### src/rtl/gb_dma_pkg.sv
// Shared definitions for the Game Boy OAM DMA engine: FSM encoding, OAM size,
// echo-RAM remap constants and the latency-pipe tag carried alongside each read.
package gb_dma_pkg;

  typedef enum logic [1:0] {
    IDLE  = 2'd0,
    SETUP = 2'd1,
    XFER  = 2'd2
  } dma_state_e;

  localparam int         OAM_LEN   = 160;
  localparam logic [7:0] ECHO_BASE = 8'hE0;
  localparam logic [7:0] ECHO_OFFS = 8'h20;

  typedef struct packed {
    logic       valid;
    logic [7:0] idx;
  } dma_tag_t;

  // Pages E0h..FFh mirror work RAM at C0h..DFh.
  function automatic logic [7:0] echo_map(input logic [7:0] page);
    return (page >= ECHO_BASE) ? page - ECHO_OFFS : page;
  endfunction

endpackage

### src/rtl/gb_oam_dma_if.sv
// Control, source-read and OAM-write signals of the OAM DMA engine.
// master = the DMA engine, slave = CPU/memory side driving it.
interface gb_oam_dma_if;

  logic        ce;
  logic        start;
  logic [7:0]  page;
  logic        busy;
  logic [15:0] mem_addr;
  logic        mem_rd;
  logic [7:0]  mem_data;
  logic [7:0]  oam_addr;
  logic [7:0]  oam_data;
  logic        oam_wr;

  modport master (
    input  ce, start, page, mem_data,
    output busy, mem_addr, mem_rd, oam_addr, oam_data, oam_wr
  );

  modport slave (
    output ce, start, page, mem_data,
    input  busy, mem_addr, mem_rd, oam_addr, oam_data, oam_wr
  );

endinterface

### src/rtl/gb_dma_delay.sv
// Fixed-depth shift register that carries {valid, idx} of each source read
// until its data returns from memory.
module gb_dma_delay
  import gb_dma_pkg::*;
#(
  parameter int DEPTH = 1
) (
  input  logic     clock,
  input  logic     reset,
  input  dma_tag_t din,
  output dma_tag_t dout
);

  dma_tag_t stage [DEPTH];

  always_ff @(posedge clock) begin
    if (reset) begin
      // NOTE: every stage is cleared, not only the head, so no stale read
      // can surface as an OAM write after reset.
      for (int i = 0; i < DEPTH; i++) stage[i] <= '0;
    end else begin
      stage[0] <= din;
      for (int i = 1; i < DEPTH; i++) stage[i] <= stage[i-1];
    end
  end

  assign dout = stage[DEPTH-1];

endmodule

### src/rtl/gb_oam_dma.sv
// Game Boy OAM DMA engine: on an FF46 write, copies LENGTH bytes from page
// {src_hi,00h} into OAM, one byte per machine cycle, holding busy meanwhile.
module gb_oam_dma
  import gb_dma_pkg::*;
#(
  parameter int LENGTH       = OAM_LEN,
  parameter int READ_LATENCY = 1
) (
  input logic          clock,
  input logic          reset,
  gb_oam_dma_if.master bus
);

  if (LENGTH < 1 || LENGTH > 256) begin : g_len_chk
    $error("gb_oam_dma: LENGTH must be in 1..256");
  end
  if (READ_LATENCY < 1 || READ_LATENCY > 200) begin : g_lat_chk
    $error("gb_oam_dma: READ_LATENCY must be in 1..200");
  end

  localparam logic [8:0] LEN_CNT  = 9'(LENGTH);
  localparam logic [7:0] LAST_IDX = 8'(LENGTH - 1);

  dma_state_e state;
  logic [7:0] src_hi;
  // One spare bit so idx can reach LENGTH=256 without wrapping to 0.
  logic [8:0] idx;
  logic       busy_q;
  logic       oam_wr_q;
  logic [7:0] oam_addr_q;
  logic [7:0] oam_data_q;
  logic [7:0] ce_gap;

  dma_tag_t pipe_in, pipe_out;
  logic     rd_fire;
  logic     done;

  assign rd_fire = bus.ce && (state == XFER) && (idx < LEN_CNT);

  // The final write of this transfer is on the bus now; the idx guard keeps a
  // late write from an aborted transfer from ending the new one.
  assign done = (state == XFER) && (idx == LEN_CNT) && oam_wr_q && (oam_addr_q == LAST_IDX);

  assign pipe_in = '{valid: rd_fire, idx: idx[7:0]};

  gb_dma_delay #(.DEPTH(READ_LATENCY)) u_delay (
    .clock (clock),
    .reset (reset),
    .din   (pipe_in),
    .dout  (pipe_out)
  );

  always_ff @(posedge clock) begin
    if (reset) begin
      state      <= IDLE;
      src_hi     <= '0;
      idx        <= '0;
      busy_q     <= 1'b0;
      oam_wr_q   <= 1'b0;
      oam_addr_q <= '0;
      oam_data_q <= '0;
    end else begin
      // NOTE: non-blocking assignments throughout, so every branch below sees
      // the pre-edge values of state/idx regardless of statement order.
      oam_wr_q <= pipe_out.valid;
      if (pipe_out.valid) begin
        oam_addr_q <= pipe_out.idx;
        oam_data_q <= bus.mem_data;
      end

      if (bus.start) begin
        src_hi <= echo_map(bus.page);
        idx    <= '0;
        state  <= SETUP;
        busy_q <= 1'b1;
      end else begin
        unique case (state)
          IDLE:  ;
          SETUP: if (bus.ce) state <= XFER;
          XFER: begin
            if (rd_fire) idx <= idx + 9'd1;
            if (done) begin
              state  <= IDLE;
              busy_q <= 1'b0;
            end
          end
          default: state <= IDLE;
        endcase
      end
    end
  end

  // Clocks since the previous ce, saturating; used only by the spacing assertion.
  always_ff @(posedge clock) begin
    if (reset)                ce_gap <= 8'hFF;
    else if (bus.ce)          ce_gap <= '0;
    else if (ce_gap != 8'hFF) ce_gap <= ce_gap + 8'd1;
  end

  always_ff @(posedge clock) begin
    if (!reset && bus.ce) assert (ce_gap >= 8'(READ_LATENCY));
  end

  assign bus.busy     = busy_q;
  assign bus.mem_rd   = rd_fire;
  assign bus.mem_addr = (state == XFER) ? {src_hi, idx[7:0]} : 16'h0000;
  assign bus.oam_wr   = oam_wr_q;
  assign bus.oam_addr = oam_addr_q;
  assign bus.oam_data = oam_data_q;

endmodule

### src/flat_wrapper.sv
// flat-port wrapper written by rule: the top's interface ports become plain ports
module gb_oam_dma_flat import gb_dma_pkg::*;
#(
  parameter int LENGTH       = OAM_LEN,
  parameter int READ_LATENCY = 1
)
  (clock, reset, bus_ce, bus_start, bus_page, bus_mem_data, bus_busy, bus_mem_addr, bus_mem_rd, bus_oam_addr, bus_oam_data, bus_oam_wr);
  gb_oam_dma_if bus_i ();
  input logic clock;
  input logic reset;
  input wire logic [$bits(bus_i.ce)-1:0] bus_ce;
  input wire logic [$bits(bus_i.start)-1:0] bus_start;
  input wire logic [$bits(bus_i.page)-1:0] bus_page;
  input wire logic [$bits(bus_i.mem_data)-1:0] bus_mem_data;
  output wire logic [$bits(bus_i.busy)-1:0] bus_busy;
  output wire logic [$bits(bus_i.mem_addr)-1:0] bus_mem_addr;
  output wire logic [$bits(bus_i.mem_rd)-1:0] bus_mem_rd;
  output wire logic [$bits(bus_i.oam_addr)-1:0] bus_oam_addr;
  output wire logic [$bits(bus_i.oam_data)-1:0] bus_oam_data;
  output wire logic [$bits(bus_i.oam_wr)-1:0] bus_oam_wr;
  assign bus_i.ce = bus_ce;
  assign bus_i.start = bus_start;
  assign bus_i.page = bus_page;
  assign bus_i.mem_data = bus_mem_data;
  assign bus_busy = bus_i.busy;
  assign bus_mem_addr = bus_i.mem_addr;
  assign bus_mem_rd = bus_i.mem_rd;
  assign bus_oam_addr = bus_i.oam_addr;
  assign bus_oam_data = bus_i.oam_data;
  assign bus_oam_wr = bus_i.oam_wr;
  gb_oam_dma #(.LENGTH(LENGTH), .READ_LATENCY(READ_LATENCY)) u_core (.clock(clock), .reset(reset), .bus(bus_i));
endmodule
### config.mk
export PLATFORM = sky130hd
export DESIGN_NAME = gb_oam_dma_flat
export DESIGN_NICKNAME = d
export VERILOG_FILES = /design/src/rtl/gb_dma_pkg.sv /design/src/rtl/gb_oam_dma_if.sv /design/src/rtl/gb_dma_delay.sv /design/src/rtl/gb_oam_dma.sv /design/src/flat_wrapper.sv
export SDC_FILE = /design/constraint.sdc
export NUM_CORES = 1
export LEC_CHECK = 0
export CELL_PAD_IN_SITES_DETAIL_PLACEMENT = 0
export CELL_PAD_IN_SITES_GLOBAL_PLACEMENT = 1
export CORE_MARGIN = 5
export CORE_UTILIZATION = 32
export CTS_BUF_LIST = sky130_fd_sc_hd__clkbuf_8
export DETAILED_ROUTE_END_ITERATION = 10
export PLACE_DENSITY = 0.81
export SLEW_MARGIN = 0
export SYNTH_ARGS = -nofsm -noshare
export SYNTH_HDL_FRONTEND = slang
export SYNTH_HIERARCHICAL = 1
export SYNTH_SLANG_ARGS = --single-unit
### constraint.sdc
create_clock -name clock -period 1.25 [get_ports clock]
set_input_delay 0.3125 -clock clock [delete_from_list [all_inputs] [get_ports clock]]
set_output_delay 0.3125 -clock clock [all_outputs]
set_load 0.02 [all_outputs]
==> impl_metrics.json, run 1 <==
{
  "io-pin-count": 55,
  "synth_top_area_cell": "dfxtp_1",
  "crit_top_cell": "buf_6",
  "grt_max_degree": 24,
  "cts_tree": "built",
  "crit_type": "reg2out",
  "violations": "setup timing",
  "cts.sinks": 46,
  "p_leak_nw": 1.27,
  "track_usage_pct": 13.3,
  "h-tree-depth": 2,
  "port_buffers": 54,
  "end_kind": "primary output",
  "postLayoutSetupSlackWorst_ps": -323,
  "critPathRequiredTime_ps": 940,
  "grt_pass1_vias": 1666,
  "fin_nets": 310,
  "die-area_um2": 7370,
  "synth_edf_count": 0,
  "synthCells": 194,
  "synth_fp_nets": 217,
  "synth.distinct_cells": 29,
  "ys_ff_latch": 46,
  "synth_commonest_cells": "dfxtp_1 (46), nor2_1 (30), mux2i_1 (22)",
  "drive_above_1_share_pct": 42.0,
  "clk_latency_ps": 300,
  "overflow": 0,
  "cp.depth": 4,
  "wl_per_cell_um": 13.4,
  "startpoint_type": "flip-flop",
  "synth.most_common_cell": "dfxtp_1",
  "status": "complete, but fails checks",
  "crit_start": "u_core/state[1]",
  "crit_buf_inv": 2,
  "diodes": 0,
  "worstPathArrival_ps": 1260,
  "critPathTopFamily": "simple AND/OR/NAND/NOR gates",
  "avgSynthCellArea_um2": 9.49,
  "dpl_worst_slack_ps": -841,
  "drcViolationCount": 0,
  "synth_top_cell_area_share_pct": 50.0,
  "tightest_slew_ps": 242,
  "synth_warnings": 6,
  "critPathMaxStageDelay_ps": 330,
  "crit_end": "bus_mem_addr[13]",
  "drtIter0Drc": 40,
  "ir_drop_mv": 0.842,
  "slew_headroom_pct": 83.9,
  "finalSetupViolCount": 24,
  "hold_buffers": 0,
  "vias": 1643,
  "timing.fmax_mhz": 636,
  "ys_seq_area_share_pct": 50.0,
  "skew_ps": 2.60,
  "synth_flop_cell": "dfxtp_1",
  "timing.rr.end": "u_core/idx[4]",
  "drv_cap": 0,
  "r2r_start": "u_core/state[1]",
  "synthArstFlopShare_pct": 0,
  "critPathSlowestCell": "dfxtp_2",
  "maxSlewViolCount": 0,
  "worst_hold_path_type": "reg2reg",
  "grt_pass1_wl_mm": 7.76,
  "vias_per_cell": 4.56,
  "fin_crit_sh_pct": 126,
  "firstDrtPassIters": 4,
  "holdWs_ps": 474,
  "die_h_um": 85.8,
  "layout_min_cycle_time_ps": 1570,
  "clock_path_buffers": 2,
  "dpl.hpwl_mm": 3.37,
  "synthTopCellsByArea": "dfxtp_1 (50%), mux2i_1 (12%), nor2_1 (6.1%)",
  "area_delta_synth_final_pct": 62.7,
  "clkTransAtPathRegs_ps": 90,
  "globalplace.congestion": 0.798,
  "antenna_found_initial": 0,
  "drt-total-wl_mm": 4.83,
  "root_buffer": "clkbuf_8",
  "syn_area_um2": 1840,
  "power_density_nw_per_um2": 944,
  "worst_r2r_path_depth": 6,
  "r2r_setup_slack_ps": -320,
  "hold_viol": 0,
  "rsz0062_at_grt": "yes",
  "die_w_um": 85.8,
  "coreArea_um2": 5540,
  "numCtsBuffers": 5,
  "start_util_pct": 33.2,
  "row_count": 27,
  "critical_path.max_fanout": 5,
  "path_cells": "nor2b_4, buf_6, and2_4, buf_6",
  "postRouteAntennaNets": 0
}
[worst min-delay path, cell delays in order, from the launching register on]
cell     delay (ps)
dfxtp_1         320
nand2_1          60
a21oi_1          50
[report_power, final]
| group | internal, mW | switching [mW] |
|---|---|---|
| Combinational | 0.123 | 0.0900 |
| Sequential | 1.49 | 0.0124 |
| Clock | 0.599 | 0.515 |
[cells by family after synthesis]
kind of cell    synth area share, %
fa+ha+maj                      2.04
mux                            12.0
xor+xnor                       1.90
compound gates                 4.28
simple gates                   26.4
flops                          50.0
buf+inv                        3.33
[metrics by stage]
step | setup TNS (ps) | instances | total power [mW] | cell area (µm²) | util (%)
5_1_grt | -7840 | 360 | 2.94 | 2990 | 54.0
3_5_place_dp | -14870 | 349 | 1.74 | 2770 | 50.0
2_1_floorplan | 0 | 194 | 1.61 | 1900 | -
4_1_cts | -6090 | 358 | 2.86 | 3010 | 54.4
3_3_place_gp | -14910 | 349 | 1.73 | 2770 | 50.0
6_report | -5940 | 360 | 2.83 | 2990 | 54.0
[routing by layer]
metal  global-route usage, %  wire, µm  vias up
met5                       0         0        -
li1                        -         -      829
met3                    4.71       290        4
met4                    2.73        29        0
met1                    16.3      2080      772
met2                    22.5      2430       38
[worst min path at each step]
stage | to | start | slack [ps] | depth (start not counted)
2_1_floorplan | u_core/u_delay/stage[0][0] | reset | 380 | 1
3_3_place_gp | u_core/bus.oam_addr[3] | u_core/u_delay/stage[0][3] | 440 | 2
3_5_place_dp | u_core/bus.oam_addr[0] | u_core/u_delay/stage[0][0] | 460 | 2
4_1_cts | u_core/src_hi[7] | u_core/src_hi[7] | 480 | 2
5_1_grt | u_core/src_hi[7] | u_core/src_hi[7] | 510 | 2
6_report | u_core/src_hi[7] | u_core/src_hi[7] | 470 | 2
[state kept, by name, indices dropped and copies added, names as in the netlist]
name and count:
u_core/bus.oam_data 8, u_core/state 2, u_core/bus.busy 1, u_core/idx 9, u_core/bus.oam_addr 8, u_core/bus.oam_wr 1, u_core/u_delay/stage 9, u_core/src_hi 8
[what timing repair did]
item | in CTS | in global routing
endpoints found under the setup margin | 41 | 38
setup buffers | 0 | 2
cloned | 1 | 0
gates resized for setup | 191 | 16
pin swaps | 21 | 1
[area by class of cell]
cell class              count  area, µm²
repair buffers             95        856
clock inverters             3       43.8
inverters                   6       22.5
multi-input cells         133        983
flip-flops and latches     46        930
well taps                  72       90.1
clock buffers               5       68.8
fillers                   532       2550
[cell usage in the layout, fill, tap and decap left out, types with 4 or more instances in the layout]
cell type | synthesis | layout
a21oi_1 | 7 | 7
buf_4 | 0 | 31
clkdlybuf4s15_2 | 0 | 5
nand3_1 | 8 | 6
clkdlybuf4s50_1 | 0 | 18
and2_4 | 0 | 15
nor2b_1 | 13 | 11
buf_2 | 4 | 13
dfxtp_1 | 46 | 39
dfxtp_2 | 0 | 7
nand2_1 | 8 | 8
buf_6 | 0 | 26
nand4_1 | 5 | 5
inv_1 | 6 | 4
mux2i_1 | 22 | 22
nor2_1 | 30 | 29
clkbuf_8 | 0 | 5
Power figures use the tool's default switching activity.
==> run 2, diff against run 1 <==
- ABC_AREA: default -> 1
- CORE_MARGIN: 5 -> 4
- CORE_UTILIZATION: 32 -> 31
- PLACE_DENSITY: 0.81 -> 0.82
==> run 2 against run 1 <==
  * Cell count grew 18%
  * Clock-buffer cell count did not move
  * Sequential cell count did not move
  * Clock skew is 6.1 ps higher
  * Clock power fell by 21%
  * Non-clock buffer count decreased by 5
  * Area after synthesis increased by 2.8%
  * Critical path depth grew 2
  * Largest power group unchanged
  * The flow still finishes with violations (setup timing)
  * Combinational power hardly changed
  * Global-route usage is 0.089 points lower
  * Hold slack got worse by 31 ps
==> impl_metrics.json, run 2 <==
{
  "grt_pass1_vias": 1710,
  "clock_path_buffers": 2,
  "start_util_pct": 32.0,
  "globalplace.congestion": 0.778,
  "die_w_um": 86.1,
  "layout_min_cycle_time_ps": 1490,
  "syn_area_um2": 1890,
  "drive_above_1_share_pct": 34.5,
  "top_regs": "u_core/idx x9, u_core/u_delay/stage x9",
  "power_density_nw_per_um2": 881,
  "holdWs_ps": 443,
  "vias": 1828,
  "synth_top_cell_area_share_pct": 48.7,
  "fin_nets": 373,
  "die-area_um2": 7420,
  "final_cell_mix": "nor2_1 (57), dfxtp_1 (40), buf_4 (37)",
  "synth_commonest_cells": "nor2_1 (72), dfxtp_1 (46), inv_1 (37)",
  "drv_cap": 0,
  "synth_fp_nets": 283,
  "timing.fmax_mhz": 673,
  "end_kind": "primary output",
  "status": "complete, but fails checks",
  "tightest_slew_ps": 323,
  "synthArstFlopShare_pct": 0,
  "violations": "setup timing",
  "postLayoutSetupSlackWorst_ps": -236,
  "vias_per_cell": 4.29,
  "synthTopCellsByArea": "dfxtp_1 (49%), nor2_1 (14%), inv_1 (7.3%)",
  "met1_usage_pct": 17.7,
  "rsz0062_at_grt": "yes",
  "synth_compound_area_share_pct": 9.99,
  "synthSimpleGateAreaFrac_pct": 26.9,
  "row_count": 28,
  "ys_seq_area_share_pct": 48.7,
  "worst_hold_path_type": "in2reg",
  "firstDrtPassIters": 4,
  "crit_start": "u_core/state[0]",
  "r2r_start": "u_core/state[0]",
  "hold_buffers": 0,
  "grtUsageMet2_pct": 20.5,
  "finalSetupViolCount": 17,
  "critical_path.max_fanout": 3,
  "maxSlewViolCount": 0,
  "startpoint_type": "flip-flop",
  "ir_drop_mv": 0.390,
  "dpl.hpwl_mm": 3.43,
  "synthXorXnorAreaFrac_pct": 1.39,
  "drtIter0Drc": 81,
  "grt_pass1_wl_mm": 7.82,
  "drcViolationCount": 0,
  "min-delay-start": "bus_ce",
  "grt_use_met3_pct": 3.65,
  "yosys-mux-area-fraction_pct": 0,
  "synth_edf_count": 0,
  "synth_top_family_by_area": "simple AND/OR/NAND/NOR gates",
  "grt_max_degree": 19,
  "synth_warnings": 6,
  "h-tree-depth": 2,
  "skew_ps": 8.71,
  "synthCells": 260,
  "port_buffers": 54,
  "synth_flop_cell": "dfxtp_1",
  "cts_tree": "built",
  "crit_type": "reg2out",
  "diodes": 0,
  "postRouteAntennaNets": 0,
  "root_buffer": "clkbuf_8",
  "coreArea_um2": 5920,
  "ys_ff_latch": 46,
  "synth_fa_ha_area_share_pct": 1.98,
  "p_leak_nw": 1.29,
  "hold_viol": 0,
  "antenna_found_initial": 0,
  "numCtsBuffers": 5,
  "die_h_um": 86.1,
  "worstPathArrival_ps": 1170,
  "synth.distinct_cells": 24,
  "cts.sinks": 46,
  "synth.most_common_cell": "nor2_1",
  "synth_top_area_cell": "dfxtp_1",
  "fin_crit_sh_pct": 119,
  "wl_per_cell_um": 11.0,
  "io-pin-count": 55,
  "drt-total-wl_mm": 4.69,
  "track_usage_pct": 13.2,
  "overflow": 0,
  "clk_latency_ps": 300,
  "critPathRequiredTime_ps": 940,
  "clkTransAtPathRegs_ps": 90,
  "post-route-util_pct": 49.6,
  "area_delta_synth_final_pct": 55.2,
  "slew_headroom_pct": 78.4,
  "final_common_cell": "nor2_1",
  "busiest_layer": "met2",
  "avgSynthCellArea_um2": 7.28
}
==> run 2: cell count changes after synthesis, moves of 4 or more <==
cell     change
a21oi_2      +4
o21ai_1      +7
inv_2        +5
nor2_1      +42
nand2_1     +24
nor2b_1     -13
inv_1       +31
and2_1      -17
o21ai_0     +14
mux2i_1     -22
==> run 2: kinds of logic after synthesis <==
logic type                 after synthesis
AOI/OAI and AO/OA                       34
DFF                                     46
and+or+nand+nor                        123
buffers and inverters                   51
adders and majority gates                3
xor gates and xnor gates                 3
==> run 2: cell type report <==
type / instances / area [µm²]
clock buffers: 5 / 68.8
clock inverters: 3 / 17.5
fillers: 605 / 2980
inverters: 44 / 170
multi-input cells: 163 / 881
flip-flops and latches: 46 / 928
well taps: 75 / 93.8
repair buffers: 90 / 777
==> run 2: report_power, final <==
group / total [mW] / switching, mW / internal [mW]
Sequential: 1.50 / 0.0100 / 1.49
Combinational: 0.216 / 0.109 / 0.107
Clock: 0.872 / 0.485 / 0.387
==> run 2: path summary, 6_finish.rpt <==
path	to	slack, ps	cells after the start
max	bus_mem_rd	-240	6
min	u_core/state[1]	440	3
max reg2reg	u_core/idx[6]	90	8
min reg2reg	u_core/bus.oam_addr[0]	460	2
==> run 2: worst max-delay path, cell delays in order, from the launching register on <==
cell and delay, ps:
dfxtp_2 330, inv_2 70, nand2_4 70, nor3_4 170, nand2_4 80, clkinv_4 50
buf_6 100
==> run 2: stage by stage <==
stage | instances | setup TNS (ps) | total power [mW] | setup slack, ps | instance area, µm²
after floorplan | 260 | -276 | 1.62 | -27.6 | 1890
after global placement | 418 | -12190 | 1.74 | -870 | 2770
after detailed placement | 418 | -12290 | 1.75 | -885 | 2770
after CTS | 427 | -3900 | 2.64 | -301 | 2940
after global routing | 426 | -4510 | 2.72 | -302 | 2940
final | 426 | -3560 | 2.59 | -236 | 2940
==> run 2: repair_timing <==
item,in CTS,in global routing
endpoints found under the setup margin,43,40
gates resized for setup,168,39
buffers inserted,2,0
pin swaps,1,5
==> run 2: routing by layer <==
metal	vias up	wire, µm
li1	972	-
met1	797	2250
met2	53	2060
met3	6	321
met4	0	59
met5	-	0
==> run 3, diff against run 2 <==
- HOLD_SLACK_MARGIN: default -> 0.1
==> results of run 3 <==
No change in the layout: final DEF, timing and power equal those of run 2.
